==> src/rtl/dinogame_pkg.sv <==
// Shared constants for the score display path: converter FSM states and
// decimal saturation limits.
package dinogame_pkg;

  typedef enum logic [1:0] {
    IDLE  = 2'd0,
    SHIFT = 2'd1,
    DONE  = 2'd2
  } conv_state_t;

  localparam logic [3:0] DIGIT_NINE = 4'h9;

  // Largest value representable in n decimal digits (10^n - 1), n = 1..9.
  function automatic logic [31:0] bcd_max(input int unsigned n);
    case (n)
      1:       return 32'd9;
      2:       return 32'd99;
      3:       return 32'd999;
      4:       return 32'd9999;
      5:       return 32'd99999;
      6:       return 32'd999999;
      7:       return 32'd9999999;
      8:       return 32'd99999999;
      default: return 32'd999999999;
    endcase
  endfunction

endpackage

==> src/rtl/bcd_add3.sv <==
// Double-dabble digit correction: add 3 to a BCD digit of 5 or more so the
// following left shift carries correctly into the next decimal digit.
module bcd_add3 (
  input  logic [3:0] din,
  output logic [3:0] dout
);

  always_comb begin
    dout = din;
    if (din >= 4'd5) dout = din + 4'd3;
  end

endmodule

==> src/rtl/score_bcd_converter.sv <==
// Sequential binary-to-BCD converter (one bit per clock) with leading-zero
// blanking and saturation to all nines when the value exceeds the digit count.
module score_bcd_converter
  import dinogame_pkg::*;
#(
  parameter int unsigned BIN_WIDTH = 32,
  parameter int unsigned DIGITS    = 4
) (
  input  logic                  Clock,
  input  logic                  reset,
  input  logic                  start,
  input  logic [BIN_WIDTH-1:0]  bin_in,
  output logic                  busy,
  output logic                  done,
  output logic [4*DIGITS-1:0]   bcd_out,
  output logic [DIGITS-1:0]     blank,
  output logic                  overflow
);

  localparam int unsigned       BCD_W     = 4 * DIGITS;
  localparam int unsigned       CNT_W     = $clog2(BIN_WIDTH + 1);
  localparam logic [63:0]       LIMIT     = 64'(bcd_max(DIGITS));
  localparam logic [DIGITS-1:0] BLANK_RST = ~(DIGITS'(1));

  conv_state_t          state, state_next;
  logic [BIN_WIDTH-1:0] shift_reg;
  logic [BCD_W-1:0]     scratch;
  logic [BCD_W-1:0]     scratch_adj;
  logic [BCD_W-1:0]     final_bcd;
  logic [CNT_W-1:0]     count;
  logic                 ovf_pending;
  logic [DIGITS-1:0]    blank_next;
  logic                 all_zero;
  int unsigned          idx;

  for (genvar g = 0; g < DIGITS; g++) begin : g_add3
    bcd_add3 u_add3 (
      .din  (scratch[4*g +: 4]),
      .dout (scratch_adj[4*g +: 4])
    );
  end

  always_comb begin
    state_next = state;
    busy       = (state != IDLE);
    case (state)
      IDLE:    if (start) state_next = SHIFT;
      SHIFT:   if (count == CNT_W'(BIN_WIDTH - 1)) state_next = DONE;
      DONE:    state_next = IDLE;
      default: state_next = IDLE;
    endcase
  end

  // Walk from the top digit down; a digit is blanked only while every digit
  // above it (and itself) is zero. Digit 0 is never blanked.
  always_comb begin
    final_bcd  = ovf_pending ? {DIGITS{DIGIT_NINE}} : scratch;
    blank_next = '0;
    all_zero   = 1'b1;
    idx        = 0;
    for (int unsigned j = 0; j < DIGITS - 1; j++) begin
      idx             = DIGITS - 1 - j;
      all_zero        = all_zero & (scratch[4*idx +: 4] == 4'd0);
      blank_next[idx] = all_zero;
    end
    if (ovf_pending) blank_next = '0;
  end

  always_ff @(posedge Clock) begin
    if (reset) begin
      state       <= IDLE;
      shift_reg   <= '0;
      scratch     <= '0;
      count       <= '0;
      ovf_pending <= 1'b0;
      done        <= 1'b0;
      bcd_out     <= '0;
      blank       <= BLANK_RST;
      overflow    <= 1'b0;
    end else begin
      state <= state_next;
      done  <= 1'b0;
      case (state)
        IDLE: begin
          if (start) begin
            shift_reg   <= bin_in;
            scratch     <= '0;
            count       <= '0;
            ovf_pending <= (64'(bin_in) > LIMIT);
          end
        end
        SHIFT: begin
          // Carry out of the top digit is dropped; saturation covers that case.
          {scratch, shift_reg} <= {scratch_adj[BCD_W-2:0], shift_reg, 1'b0};
          count                <= count + CNT_W'(1);
        end
        DONE: begin
          bcd_out  <= final_bcd;
          overflow <= ovf_pending;
          blank    <= blank_next;
          done     <= 1'b1;
        end
        default: ;
      endcase
    end
  end

endmodule

==> config.mk <==
export PLATFORM = sky130hd
export DESIGN_NAME = score_bcd_converter
export DESIGN_NICKNAME = d
export VERILOG_FILES = /design/src/rtl/dinogame_pkg.sv /design/src/rtl/bcd_add3.sv /design/src/rtl/score_bcd_converter.sv
export SDC_FILE = /design/constraint.sdc
export NUM_CORES = 1
export LEC_CHECK = 0
export BUFFER_PORTS_ARGS = -buffer_cell sky130_fd_sc_hd__buf_2
export CORE_MARGIN = 2
export CORE_UTILIZATION = 35
export CTS_BUF_LIST = sky130_fd_sc_hd__clkbuf_4 sky130_fd_sc_hd__clkbuf_8
export CTS_CLUSTER_SIZE = 20
export DETAILED_ROUTE_END_ITERATION = 16
export HOLD_SLACK_MARGIN = 0.02
export PLACE_DENSITY = 0.53
export SLEW_MARGIN = 20
export SYNTH_ARGS = -nofsm -noshare
export SYNTH_HDL_FRONTEND = slang
export SYNTH_SLANG_ARGS = --single-unit
==> constraint.sdc <==
create_clock -name Clock -period 1.3 [get_ports Clock]
set_input_delay 0.26 -clock Clock [delete_from_list [all_inputs] [get_ports Clock]]
set_output_delay 0.26 -clock Clock [all_outputs]
set_load 0.01 [all_outputs]
==> flow_summary.yaml, run 1 <==
run_status:
  status: "complete, but fails checks"
  failed_checks: "negative setup slack"
global_routing:
  gr-total-overflow: 0
  grt_usage_pct: 17.6
  antenna_found_initial: 0
  grt_pass1_wl_um: 14500
  grt_max_degree: 54
  first_global_vias: 2973
placed_design:
  hpwl_um: 6330
  placed_cells: 637
  port_buffers: 56
  place_congestion: 0.780
clock_network:
  htree_num_levels: 3
  clock_sinks: 78
  cts.clk_slew.worst_paths_ps: 80
  tritoncts: "built"
  clk_path_buf_depth: 2
  numCtsBuffers: 9
  clk_latency_ps: 340
  cts_root_buf: "clkbuf_8"
yosys:
  ys_types: 39
  netlist_instances: 419
  yosysMostFrequentCell: "nor2_1"
  synth-simple-area-share_pct: 28.7
  synth_top_family_by_area: "simple AND/OR/NAND/NOR gates"
  synth_seq_area_share_pct: 45.8
  synth-async-reset-ratio_pct: 0
  synth_fa_ha_area_share_pct: 4.41
  avgSynthCellArea_um2: 8.13
  synth_common_cells: "nor2_1 (83), dfxtp_1 (78), a21oi_1 (43)"
  synth-compound-area-share_pct: 14.1
  yosysWarnings: 0
  synth_area_leaders: "dfxtp_1 (46%), nor2_1 (9.1%), a21oi_1 (6.3%), nor4_1 (4.8%), ha_1 (4.4%)"
  synth_area_um2: 3410
  muxShareOfSynthArea_pct: 1.18
  synth.net_count: 466
  ys_seq_elements: 78
  yosys_most_used_dff: "dfxtp_1"
  yosysTopAreaCellShare_pct: 45.8
  synth_edf_count: 0
  yosys.area_share.xor_xnor_pct: 1.29
  yosysTopAreaCell: "dfxtp_1"
drt:
  routed_wl_um: 9110
  drc: 0
  viasPerCell: 4.98
  drt_iter0_drc: 71
  wl_per_cell_um: 13.9
  drt_pass1_iterations: 4
  dr_total_vias: 3265
  final_antenna_net_count: 0
final_layout:
  largest_reg_flops: 32
  num_antenna_cells: 0
  nNetsFinal: 565
  layout.cells.non_filler: 656
  final_util_pct: 49.9
  fillers: 959
  drive_gt1_share_pct: 37.3
  area_growth_pct: 40.5
sta:
  fmax_mhz: 743
  hold_slack_ps: 155
  finalWorstSetupSlack_ps: -46.0
  relSlewSlack_pct: 61.3
  slew_viol_final: 0
  tightest_slew_ps: 575
  finalSetupViolations: 9
  rsz0062_at_grt: "yes"
  post-route-period-util_pct: 104
  clock-skew-final_ps: 7.55
  final_hold_viol_count: 0
  period_needed_ps: 1350
critical_path:
  worstPathCellList: "buf_4 > o21ai_0 > xor2_1 > or3_1 > a21oi_1"
  crit_required_ps: 1570
  crit_path_end_kind: "register"
  slowest_delay_ps: 350
  critPathKind: "reg -> reg"
  critPathSlowestCell: "or3_1"
  setup.worst_path.start_class: "register"
  cp_max_fo: 2
  arrival_ps: 1620
die:
  die_h_um: 103
  dieArea_um2: 10500
  core_um2: 9590
  row_count: 36
  pin_count: 58
  start_util_pct: 35.5
  fp.dieW_um: 103
pwr:
  p_leak_nw: 1.94
  ir_drop_mv: 0.688
  power_density_nw_per_um2: 1060
  power_mw: 5.07
run:
  max_cap_viol_count: 0
worst_hold_path:
  min-delay-path-class: "in -> reg"
[kinds of logic after synthesis]
kind of cell    Yosys count
buf+inv                  35
compound gates           81
simple gates            203
fa+ha+maj                12
other cells               1
flops                    78
xor+xnor                  5
mux                       4
[worst max-delay path: cells and delay by family (launching register included)]
kind,cells,cell delay [ps]
XOR/XNOR,1,100
buffers and inverters,1,130
flip-flops,1,340
AND/OR/NAND/NOR,1,350
AO/OA/AOI/OAI,2,350
[layout by cell type, fill, tap and decap left out, drive strengths merged, types with 2 or more instances in the layout]
master    Yosys  final
nand2        32     32
nand3        11     11
nor4         26     26
clkinvlp      0      2
clkinv        0      2
nor3         18     18
clkbuf       16     11
nor3b         2      2
nand4         3      3
a22oi        11     11
or3           5      5
nor4b         2      2
mux2i         4      4
inv           8      8
a21oi        43     43
nor2b         2      2
a22o          8      8
dfxtp        78     78
ha           12     12
buf          11    115
nand2b        6      6
nand3b        7      7
xnor2         4      4
nor2         84     84
o21ai        14     14
[final cells by class]
cell class                 count  area, um2  share of cell area, %
clock buffer                  11        145                   3.03
timing repair buffer         115        803                   16.8
tap                          133        166                   3.48
sequential                    78       1580                   33.1
multi-input combinational    306       1990                   41.6
clock inverter                 5       58.8                   1.23
inverter                       8       37.5                  0.785
[routing by layer]
metal | routed length, um | global-route usage [%] | vias up
met5 | 0 | 0 | -
met2 | 4260 | 28.7 | 69
met3 | 353 | 3.19 | 9
li1 | - | - | 1666
met4 | 100 | 5.85 | 0
met1 | 4390 | 23.6 | 1521
[timing repair]
action                                 4_1_cts  5_1_grt
buffers inserted                             1        2
pin swaps                                   10       21
hold buffers                                 0        0
endpoints found under the hold margin        0        0
setup endpoints to repair                   42       55
gates resized for setup                     39       55
gates cloned                                 0        0
[metrics by stage]
stage	cell area [um2]	TNS (ps)	setup slack, ps
global placement	4200	-1940	-163
finish	4780	-164	-46.0
detailed placement	4200	-2570	-152
floorplan	3440	-0.748	-0.748
global route	4780	-1870	-95.7
CTS	4550	-97.0	-43.3
[path summary, 6_finish.rpt]
check / startpoint / to / slack [ps] / cells past startpoint
hold reg to reg: bcd_out[0] / bcd_out[0] / 450 / 2
setup / recovery: scratch[1] / scratch[4] / -50 / 5
hold / removal: bin_in[0] / shift_reg[0] / 150 / 3
setup reg to reg: scratch[1] / scratch[4] / -50 / 5
[power breakdown]
group	leakage [nW]	internal, mW	switching [mW]
Clock	0.0990	0.962	0.916
Sequential	0.643	2.48	0.0606
Combinational	1.20	0.295	0.349
(Power assumes the default switching activity.)
==> inputs of run 2 (changes only) <==
--- a/config.mk
+++ b/config.mk
@@ -5,6 +5,7 @@
 export SDC_FILE = /design/constraint.sdc
 export NUM_CORES = 1
 export LEC_CHECK = 0
+export ABC_AREA = 1
 export BUFFER_PORTS_ARGS = -buffer_cell sky130_fd_sc_hd__buf_2
 export CORE_MARGIN = 2
 export CORE_UTILIZATION = 35
==> flow_summary.yaml, run 2 <==
yosys:
  synth_seq_area_share_pct: 41.5
  yosysTopAreaCellShare_pct: 41.5
  yosysWarnings: 0
  synth_edf_count: 0
  synth.net_count: 570
  netlist_instances: 523
  yosysTopAreaCell: "dfxtp_1"
  yosys_most_used_dff: "dfxtp_1"
  synth_area_leaders: "dfxtp_1 (42%), nand2_1 (13%), nor2_1 (7.0%), o21ai_0 (6.4%), a21oi_1 (6.3%)"
  ys_seq_elements: 78
  synth-async-reset-ratio_pct: 0
  yosysMostFrequentCell: "nand2_1"
  synth_area_um2: 3760
  ys_types: 28
  synth_common_cells: "nand2_1 (130), dfxtp_1 (78), nor2_1 (70)"
  avgSynthCellArea_um2: 7.19
clock_network:
  clk_latency_ps: 350
  cts.clk_slew.worst_paths_ps: 80
  cts_setup_buffers: 0
  cts-hold-fix-buffers: 0
  tritoncts: "built"
  clock_sinks: 78
  numCtsBuffers: 9
  cts_root_buf: "clkbuf_8"
  clk_path_buf_depth: 2
  htree_num_levels: 3
drt:
  drc: 0
  wl_per_cell_um: 12.5
  drt_iter0_drc: 145
  viasPerCell: 4.71
  drt_pass1_iterations: 4
  dr_total_vias: 3435
  final_antenna_net_count: 0
  routed_wl_um: 9100
critical_path:
  cp_max_fo: 3
  arrival_ps: 1520
  crit_required_ps: 1590
  setup.worst_path.start_class: "register"
  critPathKind: "reg -> reg"
  crit_path_end_kind: "register"
global_routing:
  gr-total-overflow: 0
  grt_pass1_wl_um: 15600
  grt_max_degree: 42
  antenna_found_initial: 0
  grt_usage_pct: 16.9
  first_global_vias: 3331
die:
  row_count: 37
  fp.dieW_um: 108
  dieArea_um2: 11600
  die_h_um: 108
  pin_count: 58
  start_util_pct: 36.3
  core_um2: 10400
placed_design:
  port_buffers: 56
  hpwl_um: 6300
  place_congestion: 0.866
  placed_cells: 713
final_layout:
  drive_gt1_share_pct: 24.5
  mostFrequentLayoutCell: "nand2_1"
  final_util_pct: 44.3
  largest_reg_flops: 32
  nNetsFinal: 635
  layout_common_cells: "nand2_1 (124), dfxtp_1 (71), nor2_1 (70)"
  layout.cells.non_filler: 729
  area_growth_pct: 22.1
  num_antenna_cells: 0
run:
  max_cap_viol_count: 0
sta:
  fmax_mhz: 811
  period_needed_ps: 1230
  post-route-period-util_pct: 94.8
  slew_viol_final: 0
  clock-skew-final_ps: 8.00
  finalSetupViolations: 0
  final_hold_viol_count: 0
worst_hold_path:
  min-delay-path-class: "in -> reg"
pwr:
  power_density_nw_per_um2: 1100
  ir_drop_mv: 0.550
  p_leak_nw: 2.08
run_status:
  status: "finished clean"
## run 2: cell types whose count changed after synthesis, moves of 16 or more
cell	delta
nor4_1	-26
nand2_1	+98
o21ai_0	+34
nand3_1	+19
inv_1	+29
nor3_1	-16
## run 2: routing by layer
metal / GRT usage (%) / vias up / share of wire (%)
li1: - / 1816 / -
met1: 22.2 / 1564 / 49
met2: 27.6 / 45 / 46
met3: 3.63 / 10 / 3.7
met4: 5.68 / 0 / 1.3
met5: 0 / - / 0
## run 2: cell type report
type,instances,area (um2)
Clock inverter,4,45.0
Timing Repair Buffer,80,558
Fill cell,1097,5780
Clock buffer,12,159
Tap cell,136,170
Sequential cell,78,1580
Multi-Input combinational cell,377,1920
Inverter,42,168
## run 2: worst max-delay path, stage by stage (launching register included)
cell and delay (ps):
dfxtp_1 330, buf_4 140, ha_1 200, nand2_2 100, nand3_2 110, nand2_1 90, nand3_1 70, a21oi_1 120
## run 2: logic make-up after synthesis
kind of cell	count (synthesis)	share of synthesized area (%)
simple gates	264	32.1
compound gates	100	13.6
flops	78	41.5
buf+inv	68	8.68
fa+ha+maj	12	3.99
other cells	1	0.0997
## run 2: stage by stage
| stage | setup TNS [ps] | setup slack (ps) | instance area [um2] | power [mW] | hold slack [ps] |
|---|---|---|---|---|---|
| 2_1_floorplan | 0 | 134 | 3760 | 3.01 | 407 |
| 3_3_place_gp | 0 | 42.6 | 4310 | 3.23 | 435 |
| 3_5_place_dp | 0 | 13.4 | 4310 | 3.24 | 445 |
| 4_1_cts | 0 | 0.994 | 4520 | 5.12 | 160 |
| 5_1_grt | -48.4 | -32.8 | 4590 | 5.33 | 172 |
| 6_report | 0 | 67.6 | 4590 | 5.06 | 169 |
## run 2: path summary, 6_finish.rpt
path	cells after the start	to	slack [ps]	startpoint
max	7	scratch[10]	70	scratch[8]
min	3	shift_reg[0]	170	bin_in[0]
max reg2reg	7	scratch[10]	70	scratch[8]
min reg2reg	2	blank[3]	460	blank[3]
## run 2: repair_timing
| item | 4_1_cts | 5_1_grt |
|---|---|---|
| cloned | 0 | 0 |
| gates resized for setup | 1 | 31 |
| setup endpoints to repair | 1 | 37 |
## run 2: report_power, final
group | leakage [nW] | switching, mW | internal [mW]
Sequential | 0.640 | 0.0473 | 2.49
Clock | 0.110 | 0.866 | 1.00
Combinational | 1.33 | 0.380 | 0.275
==> inputs of run 3 (changes only) <==
--- a/config.mk
+++ b/config.mk
@@ -13,8 +13,9 @@
 export CTS_CLUSTER_SIZE = 20
 export DETAILED_ROUTE_END_ITERATION = 16
 export HOLD_SLACK_MARGIN = 0.02
-export PLACE_DENSITY = 0.53
-export SLEW_MARGIN = 20
+export PLACE_DENSITY = 0.52
+export SLEW_MARGIN = 40
 export SYNTH_ARGS = -nofsm -noshare
 export SYNTH_HDL_FRONTEND = slang
+export SYNTH_HIERARCHICAL = 1
 export SYNTH_SLANG_ARGS = --single-unit
==> flow_summary.yaml, run 3 <==
drt:
  met3WireLength_um: 415
  drc: 0
  dr_total_vias: 3558
  dr.max_layer_used: "met4"
  routed_wl_um: 9580
  wl_per_cell_um: 13.0
  drt_iter0_drc: 130
  drt-met1-wl_um: 4320
  viasPerCell: 4.81
  drt_pass1_iterations: 5
  wl_met2_um: 4700
  final_antenna_net_count: 0
die:
  fp.dieW_um: 110
  start_util_pct: 36.1
  row_count: 38
  dieArea_um2: 12100
  die_h_um: 110
  core_um2: 10900
  pin_count: 58
critical_path:
  setup.worst_path.start_class: "register"
  arrival_ps: 1510
  cp_max_fo: 4
  crit_path_end_kind: "register"
  crit_required_ps: 1560
  critPathKind: "reg -> reg"
clock_network:
  cts-hold-fix-buffers: 0
  htree_num_levels: 3
  tritoncts: "built"
  cts_root_buf: "clkbuf_8"
  clk_path_buf_depth: 2
  clock_sinks: 78
  numCtsBuffers: 9
  clk_latency_ps: 360
  cts.clk_slew.worst_paths_ps: 80
placed_design:
  port_buffers: 56
  hpwl_um: 6460
  place_congestion: 0.832
  preCtsSetupSlack_ps: -9.06
  placed_cells: 721
yosys:
  synth.net_count: 573
  netlist_instances: 529
  avgSynthCellArea_um2: 7.42
  synth_area_um2: 3930
  yosysWarnings: 6
global_routing:
  grt_max_degree: 54
  first_global_vias: 3339
  grt_pass1_wl_um: 15800
  antenna_found_initial: 0
  grt_usage_pct: 17.0
  gr-total-overflow: 0
run_status:
  status: "finished clean"
final_layout:
  final_util_pct: 44.2
  layout.cells.non_filler: 739
  nNetsFinal: 638
  seqCellArea_um2: 1580
  mostFrequentLayoutCell: "nand2_1"
  num_antenna_cells: 0
  drive_gt1_share_pct: 29.2
  largest_reg_flops: 32
  layout_common_cells: "nand2_1 (93), nor2_1 (89), o21ai_0 (73)"
  fillers: 1070
  area_growth_pct: 22.5
  multi_input_area_um2: 2070
run:
  max_cap_viol_count: 0
worst_hold_path:
  min-delay-path-class: "in -> reg"
pwr:
  power_density_nw_per_um2: 1160
  ir_drop_mv: 0.889
  p_leak_nw: 1.99
sta:
  fmax_mhz: 801
  period_needed_ps: 1250
  final_hold_viol_count: 0
  slew_viol_final: 0
  rsz0062_at_grt: "yes"
  finalWorstSetupSlack_ps: 51.8
  tns_ps: 0
  post-route-period-util_pct: 96.0
  finalSetupViolations: 0
  clock-skew-final_ps: 13.2
[run 3: layout make-up]
class / count / share of cell area [%]
clock buffers: 13 / 3.59
clock inverters: 3 / 1.35
inverters: 51 / 4.19
multi-input cells: 374 / 43.0
flip-flops and latches: 78 / 32.9
well taps: 140 / 3.64
repair buffers: 80 / 11.4
[run 3: stage by stage]
step           total power, mW  hold slack (ps)  cell area [um2]
2_1_floorplan             3.19              407             3930
3_3_place_gp              3.45              450             4460
3_5_place_dp              3.46              454             4460
4_1_cts                   5.64              148             4700
5_1_grt                   5.88              150             4810
6_report                  5.57              157             4810
[run 3: final timing paths]
check                   from            to  slack (ps)  depth (start not counted)
setup / recovery  scratch[5]    scratch[5]          50                          9
hold / removal     bin_in[0]  shift_reg[0]         160                          3
setup reg to reg  scratch[5]    scratch[5]          50                          9
hold reg to reg     count[0]      count[0]         440                          1
[run 3: power breakdown]
group	switching [mW]	total [mW]	internal (mW)
registers	0.0532	2.58	2.53
logic	0.477	0.825	0.348
clock network	0.907	2.17	1.26
total	1.44	5.57	4.13
[run 3: metal layers]
layer | up-vias | track usage, %
met1 | 1641 | 20.8
met3 | 14 | 4.98
met2 | 72 | 28.6
met5 | - | 0
li1 | 1831 | -
met4 | 0 | 5.52
[run 3: critical path: stages, from the launching register on]
cell     delay [ps]
dfxtp_2         350
inv_2            60
ha_2            170
nand2_2         100
nand2_4          70
nor2_4          170
nand2_1          60
nand2_1          60
nand2_1          50
o31ai_1          60
[run 3: what timing repair did]
item                       4_1_cts  5_1_grt
setup endpoints to repair        6       35
pin swaps                        1       13
setup buffers                    0        2
resized for setup                4       37
